`src/rtl/gen_clock_multi.sv`:
```
// Clock generator: a free-running down-counter whose bits are power-of-two divided
// clocks, plus one programmable-period clock whose divisor changes only at a period boundary.
module gen_clock_multi #(
    parameter int NUM_OUT  = 3,
    parameter int DW       = 8,
    parameter int DEF_HALF = 0
) (
    input  logic               clk,
    input  logic               reset,
    input  logic               en,
    input  logic [DW-1:0]      div_val,
    input  logic               div_load,
    output logic [NUM_OUT-1:0] clk_div,
    output logic [NUM_OUT-1:0] tick,
    output logic               clk_prog,
    output logic               div_pend
);

    logic [NUM_OUT-1:0] cnt_q, cnt_d;
    logic [NUM_OUT-1:0] tick_q, tick_d;
    logic               prog_q, prog_d;
    logic [DW-1:0]      half_q, half_d;
    logic [DW-1:0]      pcnt_q, pcnt_d;
    logic [DW-1:0]      pend_val_q, pend_val_d;
    logic               pend_q, pend_d;
    logic               apply;

    // A new divisor is applied only when a high phase ends, so a phase is never cut short.
    assign apply = en && (pcnt_q == '0) && prog_q && pend_q;

    always_comb begin
        cnt_d      = cnt_q;
        tick_d     = '0;
        prog_d     = prog_q;
        half_d     = half_q;
        pcnt_d     = pcnt_q;
        pend_val_d = pend_val_q;
        pend_d     = pend_q;

        if (en) begin
            cnt_d  = cnt_q - NUM_OUT'(1);
            // Rising bits of the counter become next cycle's strobes.
            tick_d = ~cnt_q & cnt_d;
            if (pcnt_q == '0) begin
                prog_d = ~prog_q;
                if (apply) begin
                    half_d = pend_val_q;
                    pcnt_d = pend_val_q;
                    pend_d = 1'b0;
                end else begin
                    pcnt_d = half_q;
                end
            end else begin
                pcnt_d = pcnt_q - DW'(1);
            end
        end

        // A load on the apply edge wins the pending flag; the apply above used the old value.
        if (div_load) begin
            pend_val_d = div_val;
            pend_d     = 1'b1;
        end
    end

    always_ff @(posedge clk or negedge reset) begin
        if (!reset) begin
            cnt_q      <= '0;
            tick_q     <= '0;
            prog_q     <= 1'b0;
            half_q     <= DW'(DEF_HALF);
            pcnt_q     <= DW'(DEF_HALF);
            pend_val_q <= '0;
            pend_q     <= 1'b0;
        end else begin
            cnt_q      <= cnt_d;
            tick_q     <= tick_d;
            prog_q     <= prog_d;
            half_q     <= half_d;
            pcnt_q     <= pcnt_d;
            pend_val_q <= pend_val_d;
            pend_q     <= pend_d;
        end
    end

    assign clk_div  = cnt_q;
    assign tick     = tick_q;
    assign clk_prog = prog_q;
    assign div_pend = pend_q;

endmodule
```
`config.mk`:
```
export PLATFORM = sky130hd
export DESIGN_NAME = gen_clock_multi
export DESIGN_NICKNAME = d
export VERILOG_FILES = /design/src/rtl/gen_clock_multi.sv
export SDC_FILE = /design/constraint.sdc
export NUM_CORES = 1
export LEC_CHECK = 0
export CAP_MARGIN = 20
export CORE_ASPECT_RATIO = 1.25
export CORE_MARGIN = 10
export CORE_UTILIZATION = 56
export CTS_BUF_LIST = sky130_fd_sc_hd__clkbuf_2 sky130_fd_sc_hd__clkbuf_4 sky130_fd_sc_hd__clkbuf_8
export DETAILED_ROUTE_END_ITERATION = 16
export PLACE_DENSITY = 0.83
export SKIP_CTS_REPAIR_TIMING = 1
export SLEW_MARGIN = 0
export SYNTH_ARGS = -nofsm -noshare
export SYNTH_HDL_FRONTEND = slang
export SYNTH_SLANG_ARGS = --single-unit
```
`constraint.sdc`:
```
create_clock -name clk -period 2.15 [get_ports clk]
set_clock_uncertainty 0.05 [all_clocks]
set_input_delay 0.645 -clock clk [delete_from_list [all_inputs] [get_ports clk]]
set_output_delay 0.645 -clock clk [all_outputs]
set_load 0.02 [all_outputs]
```
======== Yosys cells after proc, flatten, opt, wreduce, memory -nomap -nowiden ========
Cells that the tools add are included.
operators by class
  add/subtract/negate cells ............... 2
  mux-type cells .......................... 7
  bitwise gates (word level) .............. 3
  reduce and logical (&&, ||, !) cells .... 9
operators by type and width
  operator                                                             number
  8-bit two-way mux                                                    2
  8-bit zero test                                                      1
  8-bit by 1-bit subtractor with 8-bit output (second input constant)  1
  2-bit nonzero test                                                   3
  1-bit two-way mux                                                    4
  3-bit AND                                                            1
  1-bit logical AND                                                    3
  3-bit two-way mux                                                    1
  3-bit inverter                                                       1
  3-bit AND reduction                                                  1
  3-bit by 1-bit subtractor with 3-bit output (second input constant)  1
  2-bit AND reduction                                                  1
  1-bit inverter                                                       1
storage, ports and cells
  register bits ........................... 32
  input port bits ......................... 12
  output and inout bits ................... 8
  logic and storage cells ................. 28

======== Depth between registers and ports, before layout ========
Gate-level depths: netlist (run 1).
  depth after elaboration ................. 8
  gate-level depth with buffers ........... 7

======== Worst setup path after synthesis (run 1) ========
Ideal clock, no wire load.
  path type ............................... register to register
  start ................................... reg pcnt_q[3]
  end ..................................... reg half_q[0]
  library setup time ...................... 0.125 ns
  data arrival time ....................... 1.757 ns
  required time ........................... 1.975 ns
  slack ................................... 0.218 ns
  cell stages (with the launch flop) ...... 6
  buffers on the path ..................... 1
  cell sequence ........................... dfrtp_1 or3_4 nor4b_4 and2b_1 buf_6 mux2_2
on the way
  word-level cells in the longest chain between the ends .. 5
  elaborated cells on any way between the ends .. 6
  those cells by class .................... mux: 1; reduce/logical: 5
RTL lines
  item                            line    source
  from (decl)                     23      logic [DW-1:0] pcnt_q, pcnt_d;
  from (signal assigned)          71      pcnt_q <= DW'(DEF_HALF);
  from (signal assigned)          79      pcnt_q <= pcnt_d;
  8-bit zero test (*)             29, 44
  1-bit logical AND (3 in a row)  29      assign apply = en && (pcnt_q == '0) && prog_q && pend_q;
  8-bit two-way mux               n/a
  to (signal assigned)            70      half_q <= DW'(DEF_HALF);
  to (signal assigned)            78      half_q <= half_d;
  to (decl)                       22      logic [DW-1:0] half_q, half_d;
Every way passes the cells marked *; elsewhere a longest branch is shown, timed or not.
A chain may end at the register's enable or synchronous reset.

======== Worst setup path in the final report (run 1) ========
  start ................................... reg cnt_q[0], in the netlist clk_div[0]
  end ..................................... out clk_div[0]
RTL lines
  item                    line  source
  from (decl)             19    logic [NUM_OUT-1:0] cnt_q, cnt_d;
  from (signal assigned)  75    cnt_q <= cnt_d;
  to (decl)               13    output logic [NUM_OUT-1:0] clk_div,
No word-level cell between the ends.

==> qor.yml, run 1 <==
outcome:
  status: "finished clean"
global_routing:
  grt_pass1_vias: 1082
  antenna_found_initial: 0
  use_met3: 0.0647
  grtUsageMet1: 0.114
  met2_usage: 0.197
  gr-usage-all-layers: 0.116
  grt_start_max_net_pins: 33
  top_usage_layer: "met2"
  grt_pass1_wl_um: 4640
  grt_overflow: 0
power:
  p_comb_frac: 0.380
  p_leak_nw: 0.838
  p_sw_frac: 0.351
  power.internal_w: 0.00129
  clock_power_share: 0.160
  power_frac_seq: 0.460
  vdd_drop_max_uv: 739
  switchingPower_w: 0.000699
  power.density_nw_per_um2: 1090
synthesis:
  synth-edff-count: 0
  async_flop_share: 1.00
  synth_cell_type_count: 34
  ys_seq_area_frac: 0.536
  synth_top_cell_area_share: 0.536
  syn-cell-area_sq_um: 1490
  synth-main-ff-cell: "dfrtp_1"
  synth_seq_cells: 32
  synthTopCellsByArea: "dfrtp_1, mux2_2, ha_1"
  avgSynthCellArea_sq_um: 12.3
  yosys.area.top_type: "dfrtp_1"
  yosys_warnings: 0
  syn_nets: 137
  netlist_instances: 121
finish:
  fin_cells: 185
  drive_above_1_share: 0.224
  nNetsFinal: 168
  antenna_cells: 0
  layout_common_cells: "dfrtp_1, clkdlybuf4s50_1, mux2_2, buf_4"
  syn_to_final_growth_pct: 22.0
  layout_commonest_cell: "dfrtp_1"
  finalInstanceArea_sq_um: 1820
worst_setup_path:
  cpPeakStageDelay_ns: 0.63
  cpMaxStageDelayCell: "clkdlybuf4s50_1"
  crit_type: "flip-flop to output pin"
  path_max_fanout: 4
  crit_chain: "clkdlybuf4s50_1"
  crit_buf_inv: 1
  end_kind: "output pin"
  cp-start-kind: "flip-flop"
  cp.arrival_ns: 1.38
  cp.required_ns: 1.45
  cpLargestDelayFamily: "buffers and inverters"
floorplan:
  core_sq_um: 2500
  initial_utilization: 0.597
  ios: 20
  die_x_um: 66.2
  die_h_um: 77.7
  die_area_sq_um: 5140
  num_rows: 20
cts:
  cts_root_buffer: "clkbuf_4"
  clock-sinks: 32
  cts_tree: "yes"
  cts_made_buffers: 5
  cts_buffer_depth: 2
  insertion_delay_ns: 0.33
  htree_levels: 2
  path_clk_slew_ns: 0.10
sta:
  final.period_utilization: 0.964
  fin_tns_setup_ns: 0
  max_freq_mhz: 482
  worstMarginPinSlew_ns: 0.398
  final_max_slew_viol_count: 0
  rsz0062_at_grt: "no"
  setup_viol: 0
  hold_violations: 0
  slew_headroom: 0.733
  fin_crit_ns: 2.07
routing:
  drt_wl_total_um: 2720
  postRouteAntennaNets: 0
  via_count: 1026
  route.detailed.drc: 0
  drtIter0Drc: 20
  wl_per_cell_um: 14.7
  viasPerCell: 5.55
  drt_pass1_iterations: 4
place:
  dpl.cell_count: 178
  gp_congestion: 0.865
  port_buffers: 19
  hpwl_um: 2100
  dpl_cell_area_sq_um: 1770
worst_hold_path:
  hp-class: "flip-flop to flip-flop"
flow_run:
  drv_cap: 0
power groups by stage:
stage                     clock network (W)  registers, W  logic (W)
after floorplan                           0      0.000964   0.000424
after global placement                    0      0.000912   0.000727
after detailed placement                  0      0.000927   0.000766
after CTS                          0.000333      0.000915   0.000770
after global routing               0.000359      0.000939   0.000832
final                              0.000319      0.000914   0.000757
worst paths after layout:
kind,from,endpoint,slack (ns),depth (start not counted)
worst max-delay path,clk_div[0],clk_div[0],0.08,1
worst min-delay path,half_q[0],half_q[0],0.46,1
worst max register to register,pcnt_q[3],half_q[2],0.17,5
worst min register to register,half_q[0],half_q[0],0.46,1
max in group asynchronous,reset,half_q[5],1.10,2
min in group asynchronous,reset,pcnt_q[3],0.64,2
routing by layer:
layer,up-vias,share of wire
met5,-,0
met4,0,0.0044
met3,2,0.058
met2,20,0.52
met1,502,0.41
li1,502,-
layout make-up:
| class | instances | area (sq um) |
|---|---|---|
| repair buffers | 28 | 260 |
| multi-input cells | 80 | 651 |
| inverters | 5 | 18.8 |
| clock buffers | 6 | 45.0 |
| fillers | 171 | 681 |
| flip-flops and latches | 32 | 801 |
| well taps | 33 | 41.3 |
| clock inverters | 1 | 5.00 |
sequential cells by signal, summed over array words and instances, names as in the netlist:
name	count
pcnt_q	8
div_pend	1
clk_prog	1
pend_val_q	8
clk_div	3
half_q	8
tick	3
cells by family (layout without fill, tap and decap cells):
group	after synthesis	in the layout	synth area share
AO/OA/AOI/OAI	17	17	0.0830
XOR/XNOR	4	4	0.0235
adder cells (fa/ha/maj)	4	4	0.0335
buffers and inverters	9	40	0.0277
flip-flops	32	32	0.536
multiplexers	20	20	0.148
AND/OR/NAND/NOR	35	35	0.148
synthesized netlist by cell type (all sizes together), types with 2 or more instances:
cell and count:
and2 2, nand2b 3, mux2 16, a21oi 4, nor2 3, nor3 4
a21o 2, clkbuf 3, mux2i 4, inv 5, nand3b 2, o22a 2
o221ai 2, ha 4, or3 2, and3 4, o211ai 2, nor4b 2
nand3 2, a211oi 3, nand2 6, dfrtp 32, xor2 3
stage by stage:
step	util	power (W)	setup WS (ns)	hold WS [ns]
after floorplan	-	0.00139	0.218	0.299
final	0.728	0.00199	0.0771	0.456
after global placement	0.707	0.00164	-0.105	0.432
after detailed placement	0.707	0.00169	-0.142	0.438
after global routing	0.728	0.00213	0.00867	0.486
after CTS	0.727	0.00202	0.00224	0.459
Note: power is estimated with default switching activity, not from simulation.
==> run 2: changes to the inputs <==
CAP_MARGIN = default   (was 20)
==> results of run 2 <==
The final DEF is identical to that of run 1; final timing and power are the same.
==> run 3: changes to the inputs <==
PLACE_DENSITY = 0.81   (was 0.83)
==> qor.yml, run 3 (synthesized netlist as in run 1, its figures left out) <==
outcome:
  status: "finished clean"
sta:
  hold_violations: 0  # unchanged
  hold-worst-slack_ns: 0.464  # +0.00860 ns
  final.period_utilization: 0.972  # +0.00771
  final_max_slew_viol_count: 0  # unchanged
  slew_headroom: 0.714  # -0.0188
  fin_crit_ns: 2.09  # +0.0166 ns
  rsz0062_at_grt: "no"
  worstMarginPinSlew_ns: 0.423  # +0.0253 ns
  max_freq_mhz: 479  # -0.79%
  setup_viol: 0  # unchanged
  setup_ws_ns: 0.0605  # -0.0166 ns
power:
  p_comb_frac: 0.345  # -0.035
  switchingPower_w: 0.000739  # +5.8%
  p_leak_nw: 0.868  # +3.7%
  clock_power_share: 0.234  # +0.074
  power_frac_seq: 0.421  # -0.039
  vdd_drop_max_uv: 812  # +9.8%
  power.density_nw_per_um2: 1170  # +7.5%
  power.internal_w: 0.00146  # +13%
  p_sw_frac: 0.336  # -0.0155
cts:
  cts_buffer_depth: 2  # unchanged
  insertion_delay_ns: 0.35  # +0.02 ns
  cts_tree: "yes"
  htree_levels: 2  # unchanged
  cts_root_buffer: "clkbuf_4"
  cts_made_buffers: 5  # unchanged
  clock-sinks: 32  # unchanged
  path_clk_slew_ns: 0.10  # about the same
worst_setup_path:
  cp.arrival_ns: 1.39  # about the same
  crit_buf_inv: 1  # unchanged
  crit_type: "flip-flop to output pin"
  cpPeakStageDelay_ns: 0.63  # about the same
  cp.required_ns: 1.45  # about the same
  crit_chain: "clkdlybuf4s50_1"
  crit_end: "clk_div[0]"
  path_max_fanout: 4  # unchanged
  r2r_slack_ns: 0.16  # about the same
  cpMaxStageDelayCell: "clkdlybuf4s50_1"
  r2r_end: "half_q[2]"
  crit_path_start: "clk_div[0]"
  timing.rr.start: "pcnt_q[4]"
  end_kind: "output pin"
  cpLargestDelayFamily: "buffers and inverters"
  rr_worst_depth: 5  # unchanged
  crit_cells: 1  # unchanged
  cp-start-kind: "flip-flop"
finish:
  utilization: 0.749  # +0.0210
  n_fill_cell: 176  # +2.9%
  nNetsFinal: 167  # -0.60%
  layout_commonest_cell: "dfrtp_1"
  regArea_sq_um: 801  # unchanged
  finalInstanceArea_sq_um: 1870  # +2.9%
  largestRegisters: "half_q: 8 flops, pcnt_q: 8 flops, pend_val_q: 8 flops"
  multi_input_area_sq_um: 651  # unchanged
  layout_common_cells: "dfrtp_1, clkdlybuf4s50_1, mux2_2, buf_4, nand2_1"
  antenna_cells: 0  # unchanged
  fin_cells: 185  # unchanged
  syn_to_final_growth_pct: 25.6
  drive_above_1_share: 0.224  # unchanged
global_routing:
  grt_pass1_wl_um: 5260  # +13%
  gr-usage-all-layers: 0.131  # +0.0151
  grt_overflow: 0  # unchanged
  antenna_found_initial: 0  # unchanged
  grt_start_max_net_pins: 33  # unchanged
  grt_pass1_vias: 1132  # +4.6%
routing:
  drt_pass1_iterations: 4  # unchanged
  met1Wirelength_um: 1150  # +2.3%
  postRouteAntennaNets: 0  # unchanged
  topRoutingLayerUsed: "met4"
  drt_wl_total_um: 3040  # +12%
  wl_met2_um: 1650  # +16%
  wl_met3_um: 189  # +20%
  wl_per_cell_um: 16.5  # +12%
  drtIter0Drc: 48  # +140%
  route.detailed.drc: 0  # unchanged
  via_count: 1045  # +1.9%
  viasPerCell: 5.65  # +1.9%
flow_run:
  drv_cap: 0  # unchanged
place:
  hpwl_um: 2300  # +9.7%
  gp_congestion: 0.872  # +0.76%
  place_ws_ns: -0.174  # -0.0315 ns
  dpl.cell_count: 177  # -0.56%
  port_buffers: 19  # unchanged
  dpl_cell_area_sq_um: 1770  # +0.28%
floorplan:
  ios: 20  # unchanged
  die_area_sq_um: 5140  # unchanged
  initial_utilization: 0.597  # unchanged
  die_h_um: 77.7  # unchanged
  num_rows: 20  # unchanged
  die_x_um: 66.2  # unchanged
  core_sq_um: 2500  # unchanged
worst_hold_path:
  hp-class: "flip-flop to flip-flop"
## run 3: worst min path at each step
| stage | from | end | slack, ns | cells after the start |
|---|---|---|---|---|
| 2_1_floorplan | reset | clk_div[0] | 0.30 | 0 |
| 3_3_place_gp | clk_div[0] | tick[0] | 0.43 | 1 |
| 3_5_place_dp | half_q[1] | half_q[1] | 0.45 | 1 |
| 4_1_cts | half_q[1] | half_q[1] | 0.47 | 1 |
| 5_1_grt | half_q[1] | half_q[1] | 0.48 | 1 |
| 6_report | half_q[1] | half_q[1] | 0.46 | 1 |
## run 3: layout make-up
cell class	count	share of cell area
clock inverter	1	0.0160
timing repair buffer	27	0.143
tap	33	0.0220
inverter	5	0.0100
multi-input combinational	80	0.347
clock buffer	7	0.0347
sequential	32	0.427
## run 3: routing by layer
metal / track usage / vias to the layer above
li1: - / 499
met1: 0.134 / 506
met2: 0.224 / 32
met3: 0.0575 / 8
met4: 0.0546 / 0
met5: 0 / -
## run 3: through the flow
stage / total power, W / TNS [ns]
after global routing: 0.00235 / 0
after global placement: 0.00164 / -1.06
final: 0.00220 / 0
after CTS: 0.00221 / -0.0710
after floorplan: 0.00139 / 0
after detailed placement: 0.00170 / -1.50
## run 3: power groups by stage
stage | sequential [W] | clock, W | combinational, W
after floorplan | 0.000964 | 0 | 0.000424
after global placement | 0.000919 | 0 | 0.000726
after detailed placement | 0.000935 | 0 | 0.000762
after CTS | 0.000923 | 0.000525 | 0.000766
after global routing | 0.000948 | 0.000562 | 0.000841
final | 0.000927 | 0.000515 | 0.000760
